==> src/rtl/adder_array_pkg.sv <==
// Shared types and constants for the pipelined adder array: the lane opcode
// enum and signed-limit constant functions used by the optional ADDER_ARRAY_SAT_EN clamp.
package adder_array_pkg;

  localparam int MAX_W = 64;

  typedef enum logic [1:0] {
    OP_ADD = 2'b00,
    OP_SUB = 2'b01,
    OP_ACC = 2'b10,
    OP_CLR = 2'b11
  } op_e;

  // Largest positive two's-complement value of a w-bit word, 2^(w-1)-1
  function automatic logic [MAX_W-1:0] smax(input int w);
    logic [MAX_W-1:0] v;
    v = '0;
    for (int i = 0; i < MAX_W; i++)
      if (i < w - 1) v[i] = 1'b1;
    return v;
  endfunction

  // Most negative two's-complement value of a w-bit word, -2^(w-1)
  function automatic logic [MAX_W-1:0] smin(input int w);
    logic [MAX_W-1:0] v;
    v = '0;
    for (int i = 0; i < MAX_W; i++)
      if (i == w - 1) v[i] = 1'b1;
    return v;
  endfunction

endpackage

==> src/rtl/adder_lane.sv <==
// One lane: combinational ADD/SUB/ACC/CLR ALU with carry/overflow, optional
// signed saturation (ADDER_ARRAY_SAT_EN), and the lane accumulator register.
module adder_lane
  import adder_array_pkg::*;
#(
  parameter int WIDTH = 8
) (
  input  logic             clk,
  input  logic             rst_n,
  input  op_e              i_op,
  input  logic [WIDTH-1:0] i_n1,
  input  logic [WIDTH-1:0] i_n2,
  input  logic             i_load,
  output logic [WIDTH-1:0] o_res,
  output logic             o_carry,
  output logic             o_ovf
);

  localparam int M = WIDTH - 1;

`ifdef ADDER_ARRAY_SAT_EN
  localparam logic [WIDTH-1:0] SMAX = WIDTH'(smax(WIDTH));
  localparam logic [WIDTH-1:0] SMIN = WIDTH'(smin(WIDTH));
`endif

  logic [WIDTH-1:0] r_acc;
  logic [WIDTH-1:0] w_a, w_b;
  logic [WIDTH:0]   w_sum, w_diff, w_ext;
  logic             w_ovf;

  // ACC reuses the adder with the accumulator as the first operand
  always_comb begin
    w_a    = (i_op == OP_ACC) ? r_acc : i_n1;
    w_b    = (i_op == OP_ACC) ? i_n1  : i_n2;
    w_sum  = {1'b0, w_a} + {1'b0, w_b};
    w_diff = {1'b0, w_a} - {1'b0, w_b};
    w_ext  = '0;
    w_ovf  = 1'b0;
    case (i_op)
      OP_ADD, OP_ACC: begin
        w_ext = w_sum;
        w_ovf = (w_a[M] == w_b[M]) && (w_sum[M] != w_a[M]);
      end
      OP_SUB: begin
        w_ext = w_diff;
        w_ovf = (w_a[M] != w_b[M]) && (w_diff[M] != w_a[M]);
      end
      default: begin
        w_ext = '0;
        w_ovf = 1'b0;
      end
    endcase
  end

  assign o_carry = w_ext[WIDTH];
  assign o_ovf   = w_ovf;

`ifdef ADDER_ARRAY_SAT_EN
  // On overflow the true result carries the sign of the first operand
  assign o_res = w_ovf ? (w_a[M] ? SMIN : SMAX) : w_ext[M:0];
`else
  assign o_res = w_ext[M:0];
`endif

  always_ff @(posedge clk or negedge rst_n) begin
    if (!rst_n) begin
      r_acc <= '0;
    end else if (i_load) begin
      if (i_op == OP_ACC)      r_acc <= o_res;
      else if (i_op == OP_CLR) r_acc <= '0;
    end
  end

endmodule

==> src/rtl/pipelined_adder_array.sv <==
// CHANNELS-lane, 2-stage valid/ready adder pipeline (S1 operands, S2 results).
// Define ADDER_ARRAY_SAT_EN to clamp overflowing lane results to the signed limits.
module pipelined_adder_array
  import adder_array_pkg::*;
#(
  parameter int WIDTH    = 8,
  parameter int CHANNELS = 4
) (
  input  logic                      clk,
  input  logic                      rst_n,
  input  logic                      in_valid,
  output logic                      in_ready,
  input  logic [1:0]                op,
  input  logic [CHANNELS*WIDTH-1:0] num1,
  input  logic [CHANNELS*WIDTH-1:0] num2,
  output logic                      out_valid,
  input  logic                      out_ready,
  output logic [CHANNELS*WIDTH-1:0] res,
  output logic [CHANNELS-1:0]       carry,
  output logic [CHANNELS-1:0]       ovf,
  output logic                      busy
);

  localparam int STAGES = 2;

  logic                               r_live;
  logic [STAGES:1]                    r_vld_pipe;
  op_e                                r_s1_op;
  logic [CHANNELS-1:0][WIDTH-1:0]     r_s1_n1, r_s1_n2;
  logic [CHANNELS-1:0][WIDTH-1:0]     r_res;
  logic [CHANNELS-1:0]                r_carry, r_ovf;

  logic                               w_s2_load, w_s1_load;
  logic [CHANNELS-1:0][WIDTH-1:0]     w_res;
  logic [CHANNELS-1:0]                w_carry, w_ovf;

  assign w_s2_load = !r_vld_pipe[2] || out_ready;
  assign w_s1_load = r_vld_pipe[1] && w_s2_load;
  // r_live holds in_ready low until the first edge after reset release
  assign in_ready  = r_live && (!r_vld_pipe[1] || w_s2_load);

  assign out_valid = r_vld_pipe[2];
  assign busy      = |r_vld_pipe;
  assign res       = r_res;
  assign carry     = r_carry;
  assign ovf       = r_ovf;

  always_ff @(posedge clk or negedge rst_n) begin
    if (!rst_n) begin
      r_live     <= 1'b0;
      r_vld_pipe <= '0;
      r_s1_op    <= OP_ADD;
      r_s1_n1    <= '0;
      r_s1_n2    <= '0;
      r_res      <= '0;
      r_carry    <= '0;
      r_ovf      <= '0;
    end else begin
      r_live <= 1'b1;
      if (in_ready) begin
        r_vld_pipe[1] <= in_valid;
        if (in_valid) begin
          r_s1_op <= op_e'(op);
          r_s1_n1 <= num1;
          r_s1_n2 <= num2;
        end
      end
      if (w_s2_load) begin
        r_vld_pipe[2] <= r_vld_pipe[1];
        if (r_vld_pipe[1]) begin
          r_res   <= w_res;
          r_carry <= w_carry;
          r_ovf   <= w_ovf;
        end
      end
    end
  end

  for (genvar g = 0; g < CHANNELS; g++) begin : g_lane
    adder_lane #(.WIDTH(WIDTH)) u_lane (
      .clk     (clk),
      .rst_n   (rst_n),
      .i_op    (r_s1_op),
      .i_n1    (r_s1_n1[g]),
      .i_n2    (r_s1_n2[g]),
      .i_load  (w_s1_load),
      .o_res   (w_res[g]),
      .o_carry (w_carry[g]),
      .o_ovf   (w_ovf[g])
    );
  end

endmodule

==> config.mk <==
export PLATFORM = sky130hd
export DESIGN_NAME = pipelined_adder_array
export DESIGN_NICKNAME = d
export VERILOG_FILES = /design/src/rtl/adder_array_pkg.sv /design/src/rtl/adder_lane.sv /design/src/rtl/pipelined_adder_array.sv
export SDC_FILE = /design/constraint.sdc
export NUM_CORES = 1
export LEC_CHECK = 0
export BUFFER_PORTS_ARGS = -buffer_cell sky130_fd_sc_hd__buf_2
export CAP_MARGIN = 20
export CORE_MARGIN = 1
export CORE_UTILIZATION = 60
export DETAILED_ROUTE_END_ITERATION = 8
export PLACE_DENSITY_LB_ADDON = 0.3
export SLEW_MARGIN = 20
export SYNTH_ARGS = -nofsm -noshare
export SYNTH_HDL_FRONTEND = slang
export SYNTH_HIERARCHICAL = 1
export SYNTH_SLANG_ARGS = --single-unit
==> constraint.sdc <==
create_clock -name clk -period 7.3 [get_ports clk]
set_input_delay 1.095 -clock clk [delete_from_list [all_inputs] [get_ports clk]]
set_output_delay 1.095 -clock clk [all_outputs]
set_load 0.03 [all_outputs]
# After elaboration in Yosys (flattened, before gate mapping)
# Index checks and enable logic that the tools add are counted.
# classes
n_addsub	8
mul	0
div_mod_pow	0
magnitude_cmp	0
eq_ne	19
shifts	0
n_mux	21
n_bitwise	0
reduce_logical	21
# op_table
op	n
$mux W8	13
$pmux W9 S2	4
$add A8 B8 Y9	4
$sub A8 B8 Y9	4
$ne A1 B1 Y1	12
$logic_and A1 B1 Y1	10
$pmux W1 S2	4
$reduce_and A2 Y1	3
$eq A1 B1 Y1	4
$eq A2 B2 Y1 const B	2
$reduce_or A2 Y1	2
$eq A2 B1 Y1 const B	1
$logic_not A1 Y1	2
$logic_not A2 Y1	1
$logic_or A1 B1 Y1	2
$reduce_bool A2 Y1	1
# totals
reg_bits	141
latchBits	0
mem_bits_rw	0
mem_bits_ro	0
in_bits	70
out_inout_bits	43
mem_count	0

# Longest topological paths before layout
# Gate-level depths: netlist (run 1).
# logic_depth
ltp_word	6
depth_mapped	13

# Cells and area by module
# The synthesis (run 1) kept the hierarchy.
# by_module_without_submodules
mod	n_inst	cells_each	area_per_inst_um2	seq_area_each_um2
pipelined_adder_array	1	239	4231.6	2727.6
adder_lane at g_lane[1].u_lane	1	152	1297.5	200.2
adder_lane at g_lane[2].u_lane	1	149	1291.2	200.2
adder_lane at g_lane[0].u_lane	1	152	1283.7	200.2
adder_lane at g_lane[3].u_lane	1	149	1275.0	200.2

# Worst setup path after synthesis (run 1)
# OpenSTA, ideal clock, no wires.
# synth_path
path_kind	reg2reg
startpoint	register r_s1_op[1]
endpoint	register r_carry[3] (netlist: carry[3])
setup_ns	0.125
t_arrival_ns	3.358
required_ns	7.175
slack_ns	3.818
stages_incl_launch_ff	13
path_buffers	2
synth_period_minus_slack_ns	3.482
cell_sequence	dfrtp_1 > nand2b_1 > buf_2 > buf_2 > mux2_2 > ha_1 > fa_1 > o21ba_2 > or4_1 > a21oi_1 > o21bai_1 > o2bb2ai_1 > mux2_2
# synth_via
elab_chain_len	4
word_cells_on_any_way	9
classes_between	2 x add/sub; 2 x eq/ne; 3 x mux; 2 x reduce/logical
# synth_rtl
element	line_no	text
from (decl)	pipelined_adder_array.sv:28	op_e r_s1_op;
from (signal assigned)	pipelined_adder_array.sv:63	r_s1_op <= op_e'(op);
$eq A2 B2 Y1	adder_lane.sv:33, adder_lane.sv:34, adder_lane.sv:39	
$mux W8, on equally long branches	adder_lane.sv:33, adder_lane.sv:34	
$sub A8 B8 Y9 / $add A8 B8 Y9 (equally long branches)	adder_lane.sv:36, adder_lane.sv:35	
$pmux W9 S2 *	adder_lane.sv:39	case (i_op)
net w_carry[3]	pipelined_adder_array.sv:35	logic [CHANNELS-1:0] w_carry, w_ovf;
to (signal assigned)	pipelined_adder_array.sv:72	r_carry <= w_carry;
to (decl)	pipelined_adder_array.sv:31	logic [CHANNELS-1:0] r_carry, r_ovf;
# Mark *: on every way through the listed nets, which the timed path passes. The rest lies on a longest branch.
# A chain may end at the register's enable or synchronous reset.

# Worst setup path after layout (run 1)
# layout_path
startpoint	register r_s1_op[0]
endpoint	register r_carry[3] (netlist: carry[3])
# The elaborated chain is that of the path after synthesis.

==> impl_summary.txt, run 1 <==
----------------------------------------------------
[Global routing]
  Total routing resource utilization after global routing ... 0.264
  Final global-route overflow total ... 0
  Global-route wire length before repair ... between 30000 and 40000 um
  Via count of the first global-routing pass ... ~6700
  Antenna violations before repair ... 0
  Maximum number of pins on one net before global-route repair ... 72

[STA]
  Worst relative slew slack ... 0.274
  Clock Skews ... 0.00871 ns
  Period minus WS final ... 4.25 ns
  Final period utilization ... 0.582
  Final hold slack ... 0.482 ns
  Endpoints failing setup ... 0
  Maximum achievable frequency ... 235 MHz
  Number of hold violations in the final report ... 0
  Slew at the pin closest to its max-slew limit ... around 1.1 ns
  Setup TNS after final layout ... 0 ns
  Final Max Tran Viols ... 0
  Unrepaired setup endpoints after global routing ... no
  Final WS setup ... 3.05 ns

[Logic synthesis]
  Area share of fa/ha/maj cells after synthesis ... 0.102
  Biggest area contributors in the synthesized netlist ... dfrtp_1 38%, mux2_2 13%, ha_1 8.5%
  Post-synthesis share of cell area spent on xor and xnor gates ... 0.0364
  Distinct cell type count of the synthesized netlist ... 65
  Biggest area consumer among synthesized cells ... dfrtp_1
  Main combinational cell family by area after synthesis ... multiplexers
  Area fraction in compound gates after synthesis ... 0.130
  Top_reg_cell synth ... dfrtp_1
  Basic-gate share of the synthesized area counting and, or, nand and nor cells ... 0.0779
  Area share of the largest cell type after synthesis ... 0.376
  Yosys synthesis warning count ... 6
  Post-synthesis sequential element count ... 141
  Syn_nets ... 983
  Mux cell area share after synthesis ... 0.223
  Share of the yosys chip area belonging to registers ... 0.376
  Fraction of registers with async set or reset after synthesis ... 1.00
  Synthesized area per cell ... 11.2 um2
  Total standard cell area after synthesis ... about 9400 um2
  Number of enable flip-flop cells after synthesis ... 0
  Cell count after synthesis ... 841

[Worst setup path]
  Critical path, cell by cell ... nand2b_1, mux2_2, ha_1, fa_1, o21ba_2, or4_1, a21oi_1, o21bai_1, o2bb2ai_1, mux2_2
  Setup crit start kind ... register
  FF-to-FF End ... carry[3]$_DFFE_PN0P_
  Data required time at the worst endpoint ... approximately 7.6 ns
  Delay of the slowest critical-path stage ... 0.97 ns
  R2r worst-path depth ... 10
  Maximum fanout count along the critical path ... 49
  Capturing element type of the critical path ... register
  Worst path most repeated cell ... mux2_2
  R2R setup slack ... 3.05 ns
  FF-to-FF Start ... r_s1_op[0]$_DFFE_PN0P_
  Critical-path cell with the highest stage delay ... dfrtp_2
  Endpoint arrival time on the critical path ... 4.56 ns
  CP Class ... register to register

[Floorplanning]
  Die boundary height ... 127 um
  Floorplan die width ... approximately 130 um
  Ports placed on the boundary ... around 110
  Rows ... 45
  Core area ... roughly 15000 um2
  Initial Util ... 0.617
  Area of the die ... around 16000 um2

[Route]
  Iter 0 DRT Violations ... 543
  Post-detailed-routing wire length ... around 20000 um
  Final antenna-violating net count ... 0
  Count of TritonRoute iterations in the first routing pass ... 5
  # DRC ... 0
  Routed WL per cell ... 17.6 um
  Total vias in the final route ... 6652
  Average via count per standard cell ... 5.88

[Layout]
  Final Util ... 0.693
  Synth-to-Final Area Change ... 12.4%
  Nets ... 1072
  Fraction of layout cells with a size suffix above 1 ... 0.357
  Antenna diode count ... 0
  Non-Filler Cell Area, Final ... 10500 um2
  FILL cells ... 1140

[Run status]
  Result of the run ... finished, final reports clean

[Min path]
  Worst hold path endpoint ... g_lane[2].u_lane/r_acc[3]$_DFFE_PN0P_
  Hold/Removal Path Class ... register to register
  Worst Hold Path Cells ... 2
  Worst hold start ... g_lane[2].u_lane/r_acc[3]$_DFFE_PN0P_

[Run]
  Maximum Capacitance Violations ... 0

[Clock network]
  CTS resizes ... 0
  Number of clock sinks seen by CTS ... 141
  Cell at the root of the clock tree ... clkbuf_16
  Hold-fix buffers at CTS ... 0
  Number of buffers added by the clock tree synthesis step ... 17
  Insertion delay of the later-clocked pin in the worst-skew pair ... between 0.4 and 0.5 ns
  Clock transition at the registers of the reported paths ... 0.06 ns
  H-tree levels ... 4
  Setup bufs post-CTS ... 0
  Number of buffers on the longest clock path ... 2
  CTS tree ... yes

[Pwr]
  VDD IR-drop max ... 0.000268 V
  PD cells ... 439 nW/um2
  Static power due to leakage ... 5.05 nW

[Placed design]
  Placed Area ... 9930 um2
  DPL Wire Length ... approximately 14000 um
  Setup Slack @ Placement ... 3.06 ns
  Number of buffers inserted by port buffering ... 112
  Final weighted congestion of routability-driven global placement ... 0.886

----------------------------------------------------
## area by class of cell
| cell class | count | area, um2 | share of cell area |
|---|---|---|---|
| Timing Repair Buffer | 115 | 589 | 0.0559 |
| Multi-Input combinational cell | 596 | 5350 | 0.508 |
| Clock buffer | 18 | 429 | 0.0407 |
| Tap cell | 188 | 235 | 0.0223 |
| Inverter | 59 | 221 | 0.0210 |
| Clock inverter | 14 | 184 | 0.0174 |
| Sequential cell | 141 | 3530 | 0.335 |
## power breakdown
part	switching (mW)	internal [mW]	leakage [nW]
clock network	0.355	0.545	0.286
registers	0.187	1.05	1.72
logic	1.42	1.07	3.04
total	1.97	2.66	5.05
## state kept, by name, summed over array words and instances, names as in the netlist
register             cells
r_s1_op                  2
ovf                      4
g_lane.u_lane/r_acc     32
res                     32
r_s1_n2                 32
r_s1_n1                 32
carry                    4
r_live                   1
r_vld_pipe               2
## cell usage after synthesis (7+ instances only)
library cell	n
nor3_1	7
o21ai_0	31
nand3_1	14
clkbuf_1	9
ha_1	64
nor2_1	18
nand2_1	57
a221oi_1	9
o31ai_1	10
buf_2	21
inv_2	9
mux2_2	109
xnor2_1	21
inv_1	50
o22ai_1	7
buf_6	10
nand2b_1	8
fa_1	8
o21ai_1	9
mux2_1	9
dfrtp_1	141
a31oi_1	8
mux2_4	42
a21oi_1	36
mux2i_1	13
o21bai_1	12
xor2_1	18
## metal layers
layer,global-route usage,routed length [um],up-vias
met5,0,0,-
met4,0.0784,265,0
met3,0.0582,1020,24
met2,0.436,9560,205
met1,0.349,9080,3239
li1,-,-,3184
## cell families after synthesis
kind of cell / after synthesis
mux: 173
simple gates: 141
other cells: 1
flops: 141
compound gates: 170
xor+xnor: 39
buf+inv: 104
fa+ha+maj: 72
## worst max path at each step
stage / start / to / slack [ns] / depth (start not counted)
floorplan: r_s1_op[1]$_DFFE_PN0P_ / carry[3]$_DFFE_PN0P_ / 3.82 / 12
global placement: r_s1_op[0]$_DFFE_PN0P_ / carry[3]$_DFFE_PN0P_ / 3.11 / 10
detailed placement: r_s1_op[0]$_DFFE_PN0P_ / carry[3]$_DFFE_PN0P_ / 3.06 / 10
CTS: r_s1_op[0]$_DFFE_PN0P_ / carry[3]$_DFFE_PN0P_ / 3.05 / 10
global route: r_s1_op[0]$_DFFE_PN0P_ / carry[3]$_DFFE_PN0P_ / 2.77 / 10
finish: r_s1_op[0]$_DFFE_PN0P_ / carry[3]$_DFFE_PN0P_ / 3.05 / 10
## cell usage in the layout, fill, tap and decap left out, types with 8 or more instances in the layout
master,n
mux2_4,42
a221oi_1,9
clkbuf_16,17
nand2b_1,8
nand3_1,14
dfrtp_1,140
inv_1,50
o21bai_1,12
xor2_1,18
a21oi_1,36
mux2_2,109
nor2_1,18
fa_1,8
buf_2,111
mux2_1,9
o21ai_0,31
ha_1,64
xnor2_1,21
a31oi_1,8
mux2i_1,13
o31ai_1,10
nand2_1,56
o21ai_1,9
inv_2,9
## through the flow
stage,power (mW),cells
6_report,4.62,1131
3_3_place_gp,3.64,1099
4_1_cts,4.62,1131
3_5_place_dp,3.69,1099
5_1_grt,4.95,1131
2_1_floorplan,3.20,841
## worst max-delay path: cells and delay by family, from the launching register on
kind / cells / cell delay (ns)
mux: 2 / 0.72
simple gates: 2 / 1.14
flops: 1 / 0.97
compound gates: 4 / 0.60
fa+ha+maj: 2 / 0.70
No activity file was read; power rests on OpenSTA's default activity.
==> run 2: changes to the inputs <==
--- a/config.mk
+++ b/config.mk
@@ -8,7 +8,7 @@
 export BUFFER_PORTS_ARGS = -buffer_cell sky130_fd_sc_hd__buf_2
 export CAP_MARGIN = 20
 export CORE_MARGIN = 1
-export CORE_UTILIZATION = 60
+export CORE_UTILIZATION = 59
 export DETAILED_ROUTE_END_ITERATION = 8
 export PLACE_DENSITY_LB_ADDON = 0.3
 export SLEW_MARGIN = 20
==> constraint.sdc (replaced) <==
create_clock -name clk -period 4.4 [get_ports clk]
set_input_delay 0.66 -clock clk [delete_from_list [all_inputs] [get_ports clk]]
set_output_delay 0.66 -clock clk [all_outputs]
set_load 0.03 [all_outputs]
==> impl_summary.txt, run 2 (same netlist as run 1, synthesis figures left out) <==
----------------------------------------------------
[Floorplanning]
  Initial Util ... 0.610 (-0.00678)
  Floorplan die width ... 128 um (+0.83%)
  Die boundary height ... 128 um (+0.83%)
  Rows ... 45 (unchanged)
  Area of the die ... 16400 um2 (+1.7%)
  Ports placed on the boundary ... 113 (unchanged)
  Core area ... 15400 um2 (+1.1%)

[Run]
  Maximum Capacitance Violations ... 0 (unchanged)

[Layout]
  FF/Latch Area ... 3530 um2 (unchanged)
  Fraction of layout cells with a size suffix above 1 ... 0.363 (+0.00579)
  Synth-to-Final Area Change ... 13.6%
  Antenna diode count ... 0 (unchanged)
  FILL cells ... 1162 (+1.9%)
  Most used cells in the layout excluding fill and tap cells ... 140 x dfrtp_1, 111 x buf_2, 109 x mux2_2
  Non-Filler Cell Area, Final ... 10700 um2 (+1.1%)
  Number of cells in the finished layout apart from fillers ... 1161 (+2.7%)
  Nets ... 1080 (+0.75%)
  Area of the multi-input gates ... 5350 um2 (unchanged)
  Commonest non-fill, non-tap cell in the layout ... dfrtp_1

[Global routing]
  Maximum number of pins on one net before global-route repair ... 82 (+14%)
  Antenna violations before repair ... 0 (unchanged)
  Total routing resource utilization after global routing ... 0.261 (-0.00229)
  Global-route wire length before repair ... 33200 um (about the same)
  Via count of the first global-routing pass ... 6608 (-0.63%)
  Final global-route overflow total ... 0 (unchanged)

[Worst setup path]
  Worst path most repeated cell ... mux2_2
  Endpoint arrival time on the critical path ... 3.99 ns (-0.57 ns)
  CP Class ... register to register
  Maximum fanout count along the critical path ... 20 (-59%)
  Delay of the slowest critical-path stage ... 0.62 ns (-0.35 ns)
  Setup crit start kind ... register
  Cell type group with the largest total delay on the critical path ... simple AND/OR/NAND/NOR gates
  Capturing element type of the critical path ... register
  R2R setup slack ... 0.72 ns (-2.33 ns)
  Critical path, cell by cell ... inv_2, nand2_2, mux2_2, ha_1, fa_1, o21ba_1, or4_4, o211ai_2, nor3b_2, o22ai_1, mux2_2
  Buf+Inv Stages, Crit Path ... 1 (+1)
  R2r worst-path depth ... 11 (+1)
  Data required time at the worst endpoint ... 4.71 ns (-2.90 ns)
  Critical-path cell with the highest stage delay ... dfrtp_2
  FF-to-FF End ... carry[0]$_DFFE_PN0P_
  FF-to-FF Start ... r_s1_op[0]$_DFFE_PN0P_

[STA]
  Slew at the pin closest to its max-slew limit ... 0.720 ns (-0.367 ns)
  Final Max Tran Viols ... 0 (unchanged)
  Clock Skews ... 0.00815 ns (-0.000557 ns)
  Maximum achievable frequency ... 272 MHz (+15%)
  Endpoints failing setup ... 0 (unchanged)
  Worst relative slew slack ... 0.520 (+0.246)
  Number of hold violations in the final report ... 0 (unchanged)
  Period minus WS final ... 3.68 ns (-0.569 ns)
  Setup TNS after final layout ... 0 ns (unchanged)
  Final period utilization ... 0.836 (+0.254)
  Unrepaired setup endpoints after global routing ... no

[Clock network]
  Number of clock sinks seen by CTS ... 141 (unchanged)
  Setup bufs post-CTS ... 0 (unchanged)
  Number of buffers on the longest clock path ... 2 (unchanged)
  Insertion delay of the later-clocked pin in the worst-skew pair ... 0.43 ns (about the same)
  Number of buffers added by the clock tree synthesis step ... 17 (unchanged)
  H-tree levels ... 4 (unchanged)
  Clock transition at the registers of the reported paths ... 0.06 ns (about the same)
  Cell at the root of the clock tree ... clkbuf_16
  CTS resizes ... 0 (unchanged)
  Hold-fix buffers at CTS ... 0 (unchanged)
  CTS tree ... yes

[Min path]
  Hold/Removal Path Class ... input port to asynchronous set/reset pin

[Pwr]
  PD cells ... 727 nW/um2 (+66%)
  PnR Total Power ... 7.75 mW (+68%)
  Static power due to leakage ... 5.11 nW (+1.2%)
  VDD IR-drop max ... 0.000424 V (+58%)

[Route]
  Count of TritonRoute iterations in the first routing pass ... 5 (unchanged)
  Post-detailed-routing wire length ... 20300 um (+2.1%)
  Final antenna-violating net count ... 0 (unchanged)
  Routed WL per cell ... 17.5 um (-0.53%)
  Iter 0 DRT Violations ... 470 (-13%)
  # DRC ... 0 (unchanged)
  Total vias in the final route ... 6640 (-0.18%)
  Average via count per standard cell ... 5.72 (-2.8%)

[Run status]
  Result of the run ... finished, final reports clean

[Placed design]
  Number of buffers inserted by port buffering ... 112 (unchanged)
  DPL Wire Length ... 14500 um (+3.3%)
  Final weighted congestion of routability-driven global placement ... 0.903 (+2.0%)
  Post-Place Cells ... 1130 (+2.8%)
  Placed Area ... 10000 um2 (+0.89%)

----------------------------------------------------
## run 2: cell count changes in the layout (fill, tap and decap cells not counted)
cell	previous run	this run
clkinvlp_4	4	3
clkbuf_8	0	4
inv_6	4	0
bufinv_16	3	4
clkinv_2	0	2
clkinv_4	2	1
buf_4	3	11
inv_8	1	0
clkbuf_1	1	0
## run 2: area by class of cell
class / instances / share of cell area
Timing Repair Buffer: 123 / 0.0609
Clock buffer: 21 / 0.0451
Inverter: 59 / 0.0208
Multi-Input combinational cell: 596 / 0.502
Tap cell: 211 / 0.0248
Sequential cell: 141 / 0.331
Clock inverter: 10 / 0.0151
## run 2: power breakdown
group | internal, mW | total (mW) | switching [mW]
logic | 1.79 | 4.16 | 2.38
registers | 1.74 | 2.03 | 0.292
clock network | 1.00 | 1.56 | 0.557
total | 4.53 | 7.75 | 3.23
## run 2: stage by stage
step	setup WS (ns)	hold WS (ns)	util
floorplan	0.918	0.364	-
global placement	0.862	0.462	0.652
detailed placement	0.781	0.472	0.652
CTS	0.722	0.306	0.693
global route	0.575	0.339	0.693
finish	0.721	0.275	0.693
## run 2: worst max-delay path by stage
stage	startpoint	to	slack [ns]	cells past startpoint
after global routing	r_s1_op[0]$_DFFE_PN0P_	carry[3]$_DFFE_PN0P_	0.57	11
after floorplan	r_s1_op[1]$_DFFE_PN0P_	carry[3]$_DFFE_PN0P_	0.92	12
after detailed placement	r_s1_op[0]$_DFFE_PN0P_	res[23]$_DFFE_PN0P_	0.78	9
final	r_s1_op[0]$_DFFE_PN0P_	carry[0]$_DFFE_PN0P_	0.72	11
after global placement	r_s1_op[0]$_DFFE_PN0P_	carry[1]$_DFFE_PN0P_	0.86	11
after CTS	r_s1_op[0]$_DFFE_PN0P_	carry[0]$_DFFE_PN0P_	0.72	11
## run 2: per-layer routing
layer  routed length, um  track usage  share of wire  up-vias
li1                    -            -              -     3191
met1                9230        0.342           0.45     3230
met2                9760        0.435           0.48      182
met3                 958       0.0513          0.047       37
met4                 397       0.0886          0.020        0
met5                   0            0              0        -
==> run 3: changes to the inputs <==
--- a/config.mk
+++ b/config.mk
@@ -8,7 +8,7 @@
 export BUFFER_PORTS_ARGS = -buffer_cell sky130_fd_sc_hd__buf_2
 export CAP_MARGIN = 20
 export CORE_MARGIN = 1
-export CORE_UTILIZATION = 59
+export CORE_UTILIZATION = 54
 export DETAILED_ROUTE_END_ITERATION = 8
 export PLACE_DENSITY_LB_ADDON = 0.3
 export SLEW_MARGIN = 20
==> constraint.sdc (replaced) <==
create_clock -name clk -period 3.1 [get_ports clk]
set_input_delay 0.465 -clock clk [delete_from_list [all_inputs] [get_ports clk]]
set_output_delay 0.465 -clock clk [all_outputs]
set_load 0.03 [all_outputs]
==> impl_summary.txt, run 3 (same netlist as run 1, synthesis figures left out) <==
----------------------------------------------------
[Run status]
  Result of the run ... finished, final reports clean

[STA]
  Worst relative slew slack ... 0.604 (+0.0839)
  Final period utilization ... 0.995 (+0.159)
  Endpoints failing setup ... 0 (unchanged)
  Number of hold violations in the final report ... 0 (unchanged)
  Clock Skews ... 0.0107 ns (+0.00252 ns)
  Unrepaired setup endpoints after global routing ... yes
  Period minus WS final ... 3.08 ns (-0.595 ns)
  Slew at the pin closest to its max-slew limit ... 0.594 ns (-0.126 ns)
  Maximum achievable frequency ... 324 MHz (+19%)
  Final Max Tran Viols ... 0 (unchanged)

[Route]
  WL met3 ... 908 um (-5.2%)
  Post-detailed-routing wire length ... 21800 um (+7.4%)
  Iter 0 DRT Violations ... 386 (-18%)
  Wire length on met2 ... 10400 um (+6.5%)
  Average via count per standard cell ... 5.66 (-1.0%)
  Total vias in the final route ... 6865 (+3.4%)
  Count of TritonRoute iterations in the first routing pass ... 5 (unchanged)
  Final antenna-violating net count ... 0 (unchanged)
  Uppermost metal layer occupied by signal nets ... met4
  Routed length on met1 ... 10300 um (+12%)
  # DRC ... 0 (unchanged)
  Routed WL per cell ... 18.0 um (+2.8%)

[Run]
  Maximum Capacitance Violations ... 0 (unchanged)

[Clock network]
  Number of buffers on the longest clock path ... 2 (unchanged)
  Number of clock sinks seen by CTS ... 141 (unchanged)
  Insertion delay of the later-clocked pin in the worst-skew pair ... 0.43 ns (about the same)
  CTS tree ... yes
  Cell at the root of the clock tree ... clkbuf_16
  Number of buffers added by the clock tree synthesis step ... 17 (unchanged)
  Clock transition at the registers of the reported paths ... 0.07 ns (about the same)
  H-tree levels ... 4 (unchanged)

[Pwr]
  VDD IR-drop max ... 0.000644 V (+52%)
  Switching Share ... 0.417 (+0.00146)
  Static power due to leakage ... 5.33 nW (+4.3%)
  Clock Power Share ... 0.181 (-0.020)
  Logic pwr share ... 0.572 (+0.035)
  PD cells ... 1040 nW/um2 (+43%)
  Net switching component of the power ... 4.85 mW (+50%)
  Cell-internal power ... 6.77 mW (+50%)
  Power share of the sequential group ... 0.247 (-0.015)

[Layout]
  Synth-to-Final Area Change ... 19.5%
  Commonest non-fill, non-tap cell in the layout ... dfrtp_1
  Nets ... 1122 (+3.9%)
  FILL cells ... 1275 (+9.7%)
  Most used cells in the layout excluding fill and tap cells ... 139 x dfrtp_1, 111 x buf_2, 108 x mux2_2
  Non-Filler Cell Area, Final ... 11200 um2 (+5.2%)
  Antenna diode count ... 0 (unchanged)
  Fraction of layout cells with a size suffix above 1 ... 0.419 (+0.0558)
  Final Util ... 0.669 (-0.0245)
  Number of cells in the finished layout apart from fillers ... 1213 (+4.5%)

[Placed design]
  Final weighted congestion of routability-driven global placement ... 0.931 (+3.1%)
  Number of buffers inserted by port buffering ... 112 (unchanged)
  Placed Area ... 10400 um2 (+4.2%)
  DPL Wire Length ... 15500 um (+6.6%)
  Post-Place Cells ... 1178 (+4.2%)

[Floorplanning]
  Die boundary height ... 134 um (+4.5%)
  Core area ... 16800 um2 (+9.0%)
  Ports placed on the boundary ... 113 (unchanged)
  Floorplan die width ... 134 um (+4.5%)
  Initial Util ... 0.560 (-0.0506)
  Rows ... 47 (+4.4%)
  Area of the die ... 17900 um2 (+9.1%)

[Worst setup path]
  Data required time at the worst endpoint ... 3.41 ns (-1.30 ns)
  Setup crit start kind ... register
  CP Class ... register to register
  Maximum fanout count along the critical path ... 16 (-20%)
  Capturing element type of the critical path ... register
  Endpoint arrival time on the critical path ... 3.40 ns (-0.59 ns)

[Global routing]
  Global-route wire length before repair ... 35300 um (+6.4%)
  Antenna violations before repair ... 0 (unchanged)
  Total routing resource utilization after global routing ... 0.252 (-0.00909)
  Via count of the first global-routing pass ... 6943 (+5.1%)
  Maximum number of pins on one net before global-route repair ... 66 (-20%)
  Final global-route overflow total ... 0 (unchanged)

[Min path]
  Hold/Removal Path Class ... input port to register

----------------------------------------------------
==> run 3: final cells by class <==
class,instances,area (um2),area share
flip-flops and latches,141,3530,0.315
repair buffers,165,1050,0.0936
clock inverters,10,111,0.00993
inverters,59,221,0.0198
clock buffers,22,494,0.0441
well taps,220,275,0.0246
multi-input cells,596,5530,0.493
==> run 3: layer usage <==
metal,vias up,global-route usage
li1,3285,-
met1,3375,0.350
met2,188,0.410
met3,17,0.0446
met4,0,0.0612
met5,-,0
==> run 3: power groups by stage <==
stage | logic (mW) | registers [mW] | clock network, mW
6_report | 6.65 | 2.87 | 2.10
5_1_grt | 7.22 | 2.95 | 2.21
4_1_cts | 6.42 | 2.85 | 2.13
3_5_place_dp | 6.36 | 2.87 | 0
3_3_place_gp | 6.22 | 2.86 | 0
2_1_floorplan | 4.35 | 3.25 | 0
==> run 3: timing repair <==
action / CTS / global route
pin swaps: 0 / 1
hold buffers: 1 / 0
endpoints found under the setup margin: 2 / 18
resized for setup: 1 / 30
endpoints found under the hold margin: 5 / 0
buffers inserted: 0 / 2
==> run 3: worst max-delay path, cell delays in order, from the launching register on <==
cell and delay [ns]:
dfrtp_2 0.45, nand2b_1 0.19, buf_12 0.17, mux2_1 0.34
ha_2 0.19, fa_2 0.35, o21ba_1 0.22, or4_4 0.44
a21oi_2 0.16, o21bai_1 0.07, o2bb2ai_1 0.13, mux2_2 0.27
==> run 3: worst paths after layout <==
path                                                       start                                     to  slack (ns)  cells after the start
setup reg to reg                          r_s1_op[0]$_DFFE_PN0P_                   carry[2]$_DFFE_PN0P_        0.02                     11
max in group asynchronous                                  rst_n  g_lane[3].u_lane/r_acc[0]$_DFFE_PN0P_        1.80                      3
setup / recovery                          r_s1_op[0]$_DFFE_PN0P_                   carry[2]$_DFFE_PN0P_        0.02                     11
hold / removal                                          num1[10]                r_s1_n1[10]$_DFFE_PN0P_        0.26                      2
min in group asynchronous                                  rst_n                r_s1_n2[18]$_DFFE_PN0P_        0.56                      2
hold reg to reg            g_lane[3].u_lane/r_acc[5]$_DFFE_PN0P_  g_lane[3].u_lane/r_acc[5]$_DFFE_PN0P_        0.48                      2
==> run 3: stage by stage <==
step	setup TNS (ns)	total power, mW	worst slack (ns)	hold WS [ns]
2_1_floorplan	-0.0180	7.60	-0.0173	0.169
3_3_place_gp	0	9.07	0.0760	0.447
3_5_place_dp	-0.0244	9.23	-0.0136	0.444
4_1_cts	0	11.4	0.0210	0.254
5_1_grt	-0.184	12.4	-0.0765	0.252
6_report	0	11.6	0.0156	0.263
